`src/rtl/dsm_pkg.sv`:
```
// Shared definitions for the delta-sigma chain: dither LFSR constants,
// the default output code type and the offset-binary helper.
package dsm_pkg;

  localparam logic [15:0] LFSR_SEED_DEFAULT = 16'hACE1;

  // Fibonacci taps for x^16 + x^14 + x^13 + x^11, as state bit positions
  localparam int LFSR_TAP_A = 15;
  localparam int LFSR_TAP_B = 13;
  localparam int LFSR_TAP_C = 12;
  localparam int LFSR_TAP_D = 10;

  localparam int MASH_BW_DEFAULT = 4;

  typedef logic signed [MASH_BW_DEFAULT-1:0] mash_t;

  // Two's complement to offset binary: flip the sign bit of a w-bit value
  function automatic logic [31:0] offset_binary(input logic [31:0] value, input int w);
    return value ^ (32'd1 << (w - 1));
  endfunction

endpackage

```
`src/rtl/mash11_modulator_lfsr16.sv`:
```
// 16-bit Fibonacci LFSR used as a dither source; steps only when advance is high.
module lfsr16
  import dsm_pkg::*;
#(
  parameter logic [15:0] SEED = LFSR_SEED_DEFAULT
) (
  input  logic        aclk,
  input  logic        rst_n,
  input  logic        advance,
  output logic [15:0] state
);

  logic [15:0] state_q;
  logic [15:0] state_d;
  logic        newBit;

  if (SEED == 16'h0000) begin : g_bad_seed
    $error("lfsr16: SEED must be nonzero, an all-zero LFSR never leaves zero");
  end

  always_comb begin
    newBit  = state_q[LFSR_TAP_A] ^ state_q[LFSR_TAP_B] ^ state_q[LFSR_TAP_C] ^ state_q[LFSR_TAP_D];
    state_d = advance ? {state_q[14:0], newBit} : state_q;
  end

  always_ff @(posedge aclk) begin
    if (!rst_n) begin
      state_q <= SEED;
    end else begin
      state_q <= state_d;
    end
  end

  assign state = state_q;

endmodule

```
`src/rtl/mash11_modulator.sv`:
```
// Second-order MASH 1-1 modulator: two cascaded first-order accumulators whose
// carries combine into a four-level code in {-1, 0, 1, 2}.
module mash11_modulator
  import dsm_pkg::*;
#(
  parameter int          WIDTH     = 16,
  parameter int          MASH_BW   = MASH_BW_DEFAULT,
  parameter int          SIGNED_IN = 1,
  parameter logic [15:0] LFSR_SEED = LFSR_SEED_DEFAULT
) (
  input  logic                      aclk,
  input  logic                      rst_n,
  input  logic [WIDTH-1:0]          tx_data,
  input  logic                      in_valid,
  input  logic                      dither_enable,
  output logic signed [MASH_BW-1:0] mash_data,
  output logic                      out_valid
);

  if (MASH_BW < 3) begin : g_bad_bw
    $error("mash11_modulator: MASH_BW must be at least 3 to hold the range -1..2");
  end
  if (WIDTH > 32 || WIDTH < 2) begin : g_bad_width
    $error("mash11_modulator: WIDTH must be in 2..32");
  end

  logic [WIDTH-1:0]          acc1_q, acc1_d;
  logic [WIDTH-1:0]          acc2_q, acc2_d;
  logic                      c2_q, c2_d;
  logic signed [MASH_BW-1:0] mash_q, mash_d;
  logic                      valid_q;

  logic [WIDTH-1:0]  x;
  logic [WIDTH:0]    sum1;
  logic [WIDTH:0]    sum2;
  logic              ditherBit;
  logic signed [2:0] codeSum;
  logic [15:0]       lfsrState;
  logic              unusedLfsrHi;

  // The LFSR steps on every accepted sample so the dither sequence does not
  // depend on when dither_enable was toggled.
  lfsr16 #(
    .SEED(LFSR_SEED)
  ) u_lfsr (
    .aclk   (aclk),
    .rst_n  (rst_n),
    .advance(in_valid),
    .state  (lfsrState)
  );

  assign unusedLfsrHi = ^lfsrState[15:1];

  always_comb begin
    x         = (SIGNED_IN != 0) ? WIDTH'(offset_binary(32'(tx_data), WIDTH)) : tx_data;
    ditherBit = dither_enable & lfsrState[0];
    sum1      = {1'b0, acc1_q} + {1'b0, x} + (WIDTH + 1)'(ditherBit);
    sum2      = {1'b0, acc2_q} + {1'b0, sum1[WIDTH-1:0]};
    acc1_d    = sum1[WIDTH-1:0];
    acc2_d    = sum2[WIDTH-1:0];
    c2_d      = sum2[WIDTH];
    // c1 + c2 - c2_prev fits in three signed bits; widen with sign extension
    codeSum   = 3'({2'b00, sum1[WIDTH]} + {2'b00, sum2[WIDTH]} - {2'b00, c2_q});
    mash_d    = MASH_BW'(codeSum);
  end

  always_ff @(posedge aclk) begin
    if (!rst_n) begin
      acc1_q  <= '0;
      acc2_q  <= '0;
      c2_q    <= 1'b0;
      mash_q  <= '0;
      valid_q <= 1'b0;
    end else begin
      valid_q <= in_valid;
      if (in_valid) begin
        acc1_q <= acc1_d;
        acc2_q <= acc2_d;
        c2_q   <= c2_d;
        mash_q <= mash_d;
      end
    end
  end

  assign mash_data = mash_q;
  assign out_valid = valid_q;

endmodule
```
`config.mk`:
```
export PLATFORM = sky130hd
export DESIGN_NAME = mash11_modulator
export DESIGN_NICKNAME = d
export VERILOG_FILES = /design/src/rtl/dsm_pkg.sv /design/src/rtl/mash11_modulator_lfsr16.sv /design/src/rtl/mash11_modulator.sv
export SDC_FILE = /design/constraint.sdc
export NUM_CORES = 1
export LEC_CHECK = 0
export CORE_UTILIZATION = 40
export DETAILED_ROUTE_END_ITERATION = 7
export GPL_ROUTABILITY_DRIVEN = 0
export HOLD_SLACK_MARGIN = 0.05
export PLACE_DENSITY = 0.57
export SYNTH_ARGS = -nofsm -noshare
export SYNTH_HDL_FRONTEND = slang
export SYNTH_SLANG_ARGS = --single-unit
```
`constraint.sdc`:
```
create_clock -name aclk -period 6.5 [get_ports aclk]
set_clock_uncertainty 0.05 [all_clocks]
set_input_delay 1.3 -clock aclk [delete_from_list [all_inputs] [get_ports aclk]]
set_output_delay 1.3 -clock aclk [all_outputs]
set_load 0.005 [all_outputs]
```
* Word level (Yosys, flattened, before mapping) *
Cells that the tools add are included.

word-level totals
  logic and storage cells = 16
  register bits = 53
  input port bits = 20
  output and inout port bits = 5

cells by class
  add/sub/neg operators = 5
  bitwise gates (word level) = 5

operators by type and width
  operator                   number
  adder 16 x 16 -> 17 bit    2
  adder 17 x 1 -> 17 bit     1
  subtractor 2 x 1 -> 3 bit  1
  XOR 1 bit                  3
  adder 1 x 1 -> 2 bit       1
  AND 1 bit                  1
  NOT 1 bit                  1

* Longest topological paths before layout *
  depth in word-level cells = 6
  mapped depth = 23

* Hierarchy *
From an unflattened synthesis, not the netlist that was laid out.

second synthesis, totals
  cells, all modules = 419
  area total of the unflattened synthesis = 3626.0 um2

modules (own cells, without submodules)
  module            cells each  times used  area each (um2)  seq. area each (um2)
  mash11_modulator  365         1           2995.4           740.7
  lfsr16            54          1           630.6            320.3

* Worst setup path before layout *
No wires, ideal clock.

  path type = input to register
  start = input port tx_data[0]
  end = register mash_q[1], in the netlist mash_data[1]
  data arrival time = 5103 ps
  buffers on the path = 0
  required time = 6334 ps
  slack = 1231 ps
  cell stages on the path = 22
  path through = inv_1 -> fa_1 -> fa_1 -> nand2b_1 -> a21oi_1 -> o21ai_0 -> a21boi_0 -> nor2_1 -> xnor2_1 -> ha_1 -> nand4_1 -> nor4_1 -> nor2_1 -> o221ai_1 -> nand2_1 -> ha_1 -> inv_1 -> ha_1 -> inv_1 -> ha_1 -> nand2_1 -> o211a_1

on the way
  longest elaborated chain between the ends = 5

ends and longest elaborated chain
  element                    line                    RTL
  from (decl)                mash11_modulator.sv:13  input logic [WIDTH-1:0] tx_data,
  adder 16 x 16 -> 17 bit    mash11_modulator.sv:57  sum1 = {1'b0, acc1_q} + {1'b0, x} + (WIDTH + 1)'(ditherBit);
  adder 17 x 1 -> 17 bit     mash11_modulator.sv:57
  named net sum1[8]          mash11_modulator.sv:34  logic [WIDTH:0] sum1;
  adder 16 x 16 -> 17 bit    mash11_modulator.sv:58  sum2 = {1'b0, acc2_q} + {1'b0, sum1[WIDTH-1:0]};
  adder 1 x 1 -> 2 bit       mash11_modulator.sv:63  codeSum = 3'({2'b00, sum1[WIDTH]} + {2'b00, sum2[WIDTH]} - {2'b00, c2_q});
  subtractor 2 x 1 -> 3 bit  mash11_modulator.sv:63
  to (signal assigned)       mash11_modulator.sv:80  mash_q <= mash_d;
  to (decl)                  mash11_modulator.sv:30  logic signed [MASH_BW-1:0] mash_q, mash_d;

The timed path passes the listed nets, and every way through them passes these cells.
A chain may end at the register's enable or synchronous reset.

* Final worst setup path *
Same ends and word-level chain as after synthesis.

==> flow_summary.html <==
<table>
<tr><th>Metric</th><th>Value</th></tr>
<tr><th colspan="2">Outcome</th></tr>
<tr><td>Outcome</td><td>completed</td></tr>
<tr><th colspan="2">Pwr</th></tr>
<tr><td>Static leakage</td><td>approximately 1.8 nW</td></tr>
<tr><td>Peak ir drop on the vdd network</td><td>around 0.12 mV</td></tr>
<tr><td>Total power draw</td><td>1.37 mW</td></tr>
<tr><td>P per Cell Area</td><td>around 340 nW/µm²</td></tr>
<tr><th colspan="2">Logic synthesis</th></tr>
<tr><td>Number of instances in the synthesized netlist</td><td>between 400 and 500</td></tr>
<tr><td>Compound-gate portion of the synthesized area</td><td>21.3%</td></tr>
<tr><td>Xor/xnor cell area share of the yosys netlist</td><td>under 10%</td></tr>
<tr><td>Multiplexer share of the synthesized area</td><td>7.92%</td></tr>
<tr><td>Most used standard cell by instance count after synthesis</td><td>sky130_fd_sc_hd__dfxtp_1</td></tr>
<tr><td>Fraction of synthesis flops using an asynchronous set or reset pin</td><td>0%</td></tr>
<tr><td>Synth Register Bits</td><td>53</td></tr>
<tr><td>Cell type contributing the most total cell area after synthesis</td><td>sky130_fd_sc_hd__dfxtp_1</td></tr>
<tr><td>Largest family of logic cells by synthesized area</td><td>compound AO/OA/AOI/OAI gates</td></tr>
<tr><td>Cell types occupying the most area after synthesis</td><td>sky130_fd_sc_hd__dfxtp_1 (29%), sky130_fd_sc_hd__ha_1 (12%), sky130_fd_sc_hd__mux2i_1 (7.5%)</td></tr>
<tr><td>Fraction of the mapped netlist area in adder cells</td><td>13.5%</td></tr>
<tr><td>Cell area after technology mapping</td><td>~3600 µm²</td></tr>
<tr><td>Ranking of synthesized cells by instance count</td><td>sky130_fd_sc_hd__dfxtp_1 (53), sky130_fd_sc_hd__ha_1 (34), sky130_fd_sc_hd__nand2_1 (29)</td></tr>
<tr><td>Simple-gate share of the synthesized area</td><td>between 10% and 20%</td></tr>
<tr><td>Net count after synthesis</td><td>between 400 and 500</td></tr>
<tr><td>Main flop type after synthesis</td><td>sky130_fd_sc_hd__dfxtp_1</td></tr>
<tr><td>Share of the synthesized area in the top cell type</td><td>~30%</td></tr>
<tr><td>Post-synthesis area per instance</td><td>~8.8 µm²</td></tr>
<tr><td>Yosys Warn Count</td><td>0</td></tr>
<tr><td>Part of the Yosys area used for sequential elements</td><td>29.5%</td></tr>
<tr><td>Count of unique library cells instantiated by Yosys</td><td>63</td></tr>
<tr><td>Number of enable-type register cells in the synthesized netlist</td><td>0</td></tr>
<tr><th colspan="2">Cells and area</th></tr>
<tr><td>Fillers</td><td>834</td></tr>
<tr><td>Number of nets in the layout</td><td>480</td></tr>
<tr><td>Core Util, Final</td><td>about 46%</td></tr>
<tr><td>Layout overhead on the synthesized area</td><td>11.0%</td></tr>
<tr><td>Antenna Cells</td><td>0</td></tr>
<tr><td>Fraction of layout instances using a drive strength above 1</td><td>5.66%</td></tr>
<tr><th colspan="2">Clocking</th></tr>
<tr><td>Root cell of the clock tree</td><td>sky130_fd_sc_hd__clkbuf_8</td></tr>
<tr><td>CTS tree</td><td>done</td></tr>
<tr><td>Count of hold-fix buffers inserted at cts</td><td>0</td></tr>
<tr><td>Number of buffers between clock root and the deepest sink</td><td>2</td></tr>
<tr><td>Clock slew seen by the registers of the worst setup and hold paths</td><td>between 0.1 and 0.15 ns</td></tr>
<tr><td>Clock insertion delay at the later pin of the skew report</td><td>between 0.3 and 0.4 ns</td></tr>
<tr><td>PostCTS Resize Cnt</td><td>0</td></tr>
<tr><td>Number of clock sinks seen by CTS</td><td>53</td></tr>
<tr><td>Post-CTS setup buffer count</td><td>0</td></tr>
<tr><td>Number of buffers added by the clock tree synthesis step</td><td>5</td></tr>
<tr><td>H-Tree Level Count</td><td>2</td></tr>
<tr><th colspan="2">Setup path</th></tr>
<tr><td>Start point of the critical path</td><td>tx_data[0]</td></tr>
<tr><td>Slowest Stage Delay on Critical Path</td><td>about 0.46 ns</td></tr>
<tr><td>Worst-path maximum fanout</td><td>6</td></tr>
<tr><td>RR Startpoint</td><td>u_lfsr.state[0]</td></tr>
<tr><td>Crit path DAT</td><td>between 6 and 7 ns</td></tr>
<tr><td>Data required time of the critical path</td><td>approximately 6.7 ns</td></tr>
<tr><td>Crit path cell chain</td><td>clkdlybuf4s50_1 &gt; inv_1 &gt; fa_1 &gt; fa_1 &gt; nand2b_1 &gt; a21oi_1 &gt; o21ai_0 &gt; a21boi_0 &gt; nor2_1 &gt; xnor2_1 &gt; ha_1 &gt; nand4_1 &gt; nor4_1 &gt; nor2_1 &gt; o221ai_1 &gt; nand2_1 &gt; ha_1 &gt; inv_1 &gt; ha_1 &gt; inv_1 &gt; ha_1 &gt; nand2_1 &gt; o211a_1</td></tr>
<tr><td>Cell repeated most along the worst path</td><td>sky130_fd_sc_hd__ha_1</td></tr>
<tr><td>Launching element type of the critical path</td><td>input pin</td></tr>
<tr><td>Endpoint type of the worst setup path</td><td>flop</td></tr>
<tr><td>Cell with the largest stage delay on the worst path</td><td>sky130_fd_sc_hd__fa_1</td></tr>
<tr><td>Critical path class</td><td>input pin to flop</td></tr>
<tr><th colspan="2">Timing</th></tr>
<tr><td>Worst slew margin</td><td>between 30% and 40%</td></tr>
<tr><td>Total count of hold-check failures in the final report</td><td>0</td></tr>
<tr><td>Fmax achieved</td><td>about 170 MHz</td></tr>
<tr><td>Worst hold slack</td><td>~0.43 ns</td></tr>
<tr><td>Finish-stage setup viols</td><td>0</td></tr>
<tr><td>Number of slew-limit violations in the final report</td><td>0</td></tr>
<tr><td>Total negative setup slack</td><td>0 ns</td></tr>
<tr><td>Slew at the pin closest to its max-slew limit</td><td>1.04 ns</td></tr>
<tr><td>Post-layout min period</td><td>between 5 and 6 ns</td></tr>
<tr><td>Final Cycle Share</td><td>91.6%</td></tr>
<tr><td>Unrepaired setup endpoints after global routing</td><td>no</td></tr>
<tr><th colspan="2">Detailed routing</th></tr>
<tr><td>Detailed-route via count</td><td>slightly below 3000</td></tr>
<tr><td>Initial DRC count</td><td>approximately 130</td></tr>
<tr><td>Routed wire length per instance</td><td>around 14 µm</td></tr>
<tr><td>DRC violations left</td><td>0</td></tr>
<tr><td>Detail-routed via count per cell</td><td>between 5 and 6</td></tr>
<tr><td>Antenna Violating Nets Remaining</td><td>0</td></tr>
<tr><td>Wire length reported by the detailed router</td><td>~7.7 mm</td></tr>
<tr><td>Detailed Routing Iterations Pass 1</td><td>4</td></tr>
<tr><th colspan="2">Job</th></tr>
<tr><td>Maximum Capacitance Violations</td><td>0</td></tr>
<tr><th colspan="2">Global route</th></tr>
<tr><td>Pin count of the biggest net entering global routing</td><td>63</td></tr>
<tr><td>Number of antenna violations at the first check in global routing</td><td>0</td></tr>
<tr><td>Global-route total usage across every layer</td><td>16.9%</td></tr>
<tr><td>Wire length of the first global-routing pass</td><td>~13 mm</td></tr>
<tr><td>Via count of the first global-routing pass</td><td>about 2800</td></tr>
<tr><td>Met2 global-route usage</td><td>27.9%</td></tr>
<tr><td>Most used routing layer</td><td>met2</td></tr>
<tr><td>GR Util met3</td><td>under 10%</td></tr>
<tr><td>GR met1 Demand/Resource</td><td>around 23%</td></tr>
<tr><td>Sum of overflow across all layers after global routing</td><td>0</td></tr>
<tr><th colspan="2">Worst hold path</th></tr>
<tr><td>Hold Path Class</td><td>flop to flop</td></tr>
<tr><td>Hold path start</td><td>acc2_q[9]</td></tr>
<tr><th colspan="2">Floorplanning</th></tr>
<tr><td>Standard-cell rows</td><td>34</td></tr>
<tr><td>Die outline height</td><td>between 90 and 100 µm</td></tr>
<tr><td>Horizontal die dimension</td><td>between 90 and 100 µm</td></tr>
<tr><td>Core region area</td><td>between 8000 and 9000 µm²</td></tr>
<tr><td>I/O pin count</td><td>25</td></tr>
<tr><td>Die footprint</td><td>9390 µm²</td></tr>
<tr><td>Initial standard-cell utilization of the core</td><td>between 40 and 50%</td></tr>
<tr><th colspan="2">Placement</th></tr>
<tr><td>Port buffer count</td><td>24</td></tr>
<tr><td>Half-perimeter wire length after placement</td><td>approximately 5.4 mm</td></tr>
</table>
==> layout by cell type (no fill, tap or decap), types with 3 or more instances in the layout <==
cell type,synthesis,routed
sky130_fd_sc_hd__o211a_1,4,4
sky130_fd_sc_hd__clkbuf_8,0,5
sky130_fd_sc_hd__nand2b_1,4,4
sky130_fd_sc_hd__nor3_1,4,4
sky130_fd_sc_hd__clkdlybuf4s50_1,0,22
sky130_fd_sc_hd__a21o_1,11,11
sky130_fd_sc_hd__nand2_1,29,29
sky130_fd_sc_hd__and3_1,4,4
sky130_fd_sc_hd__o2111ai_1,3,3
sky130_fd_sc_hd__ha_1,34,34
sky130_fd_sc_hd__o311ai_0,3,3
sky130_fd_sc_hd__nand4_1,4,4
sky130_fd_sc_hd__and2_1,4,4
sky130_fd_sc_hd__inv_1,18,18
sky130_fd_sc_hd__o31ai_1,3,3
sky130_fd_sc_hd__xnor2_1,14,14
sky130_fd_sc_hd__mux2i_1,27,27
sky130_fd_sc_hd__xor2_1,10,10
sky130_fd_sc_hd__o21ai_0,17,17
sky130_fd_sc_hd__dfxtp_1,53,53
sky130_fd_sc_hd__a21oi_1,22,22
sky130_fd_sc_hd__nand3_1,14,14
sky130_fd_sc_hd__fa_1,3,3
sky130_fd_sc_hd__o21a_1,5,5
sky130_fd_sc_hd__a21boi_0,4,4
sky130_fd_sc_hd__nor2_1,23,23
sky130_fd_sc_hd__nor2b_1,27,27
sky130_fd_sc_hd__o211ai_1,6,6
==> worst paths after layout <==
kind / endpoint / slack, ns / cells after the start
setup reg to reg: mash_data[1] / 1.62 / 22
setup / recovery: mash_data[1] / 0.54 / 23
hold reg to reg: acc2_q[9] / 0.43 / 2
hold / removal: acc2_q[9] / 0.43 / 2
==> kinds of logic after synthesis <==
kind of cell	Yosys count
compound gates	105
mux	28
flops	53
fa+ha+maj	37
xor+xnor	24
simple gates	124
buf+inv	38
==> registers in the layout (all words and copies together) (netlist names) <==
signal and cells:
acc1_q 16, acc2_q 16, c2_q 1, out_valid 1, mash_data 3, u_lfsr.state 16
==> power by group <==
part	leakage (nW)	switching, mW	total [mW]	internal [mW]
clock network	0.0447	0.124	0.202	0.0782
logic	1.29	0.408	0.739	0.331
registers	0.438	0.0385	0.431	0.392
==> worst max-delay path: cells and delay by family <==
family | cells | cell delay (ns)
XOR/XNOR | 1 | 0.13
buffers and inverters | 4 | 0.59
AO/OA/AOI/OAI | 5 | 1.13
adder cells (fa/ha/maj) | 6 | 1.92
AND/OR/NAND/NOR | 7 | 1.03
==> metrics by stage <==
step	std cells	area [µm²]	worst slack, ns
6_report	532	4000	0.543
3_5_place_dp	524	3900	0.209
4_1_cts	532	4000	0.528
3_3_place_gp	524	3900	0.331
5_1_grt	532	4000	0.0957
2_1_floorplan	409	3600	1.23
==> routing by layer <==
metal  up-vias  share of wire [%]
met3         8                3.0
met5         -                  0
li1       1503                  -
met2        57                 45
met4         0               0.98
met1      1323                 51
==> area by class of cell <==
class / count / area, µm² / area share (%)
clock buffers: 5 / 68.8 / 1.72
repair buffers: 26 / 245 / 6.13
inverters: 19 / 71.3 / 1.78
clock inverters: 3 / 25.0 / 0.626
flip-flops and latches: 53 / 1060 / 26.5
well taps: 108 / 135 / 3.38
multi-input cells: 318 / 2390 / 59.8
(Power assumes the default switching activity.)
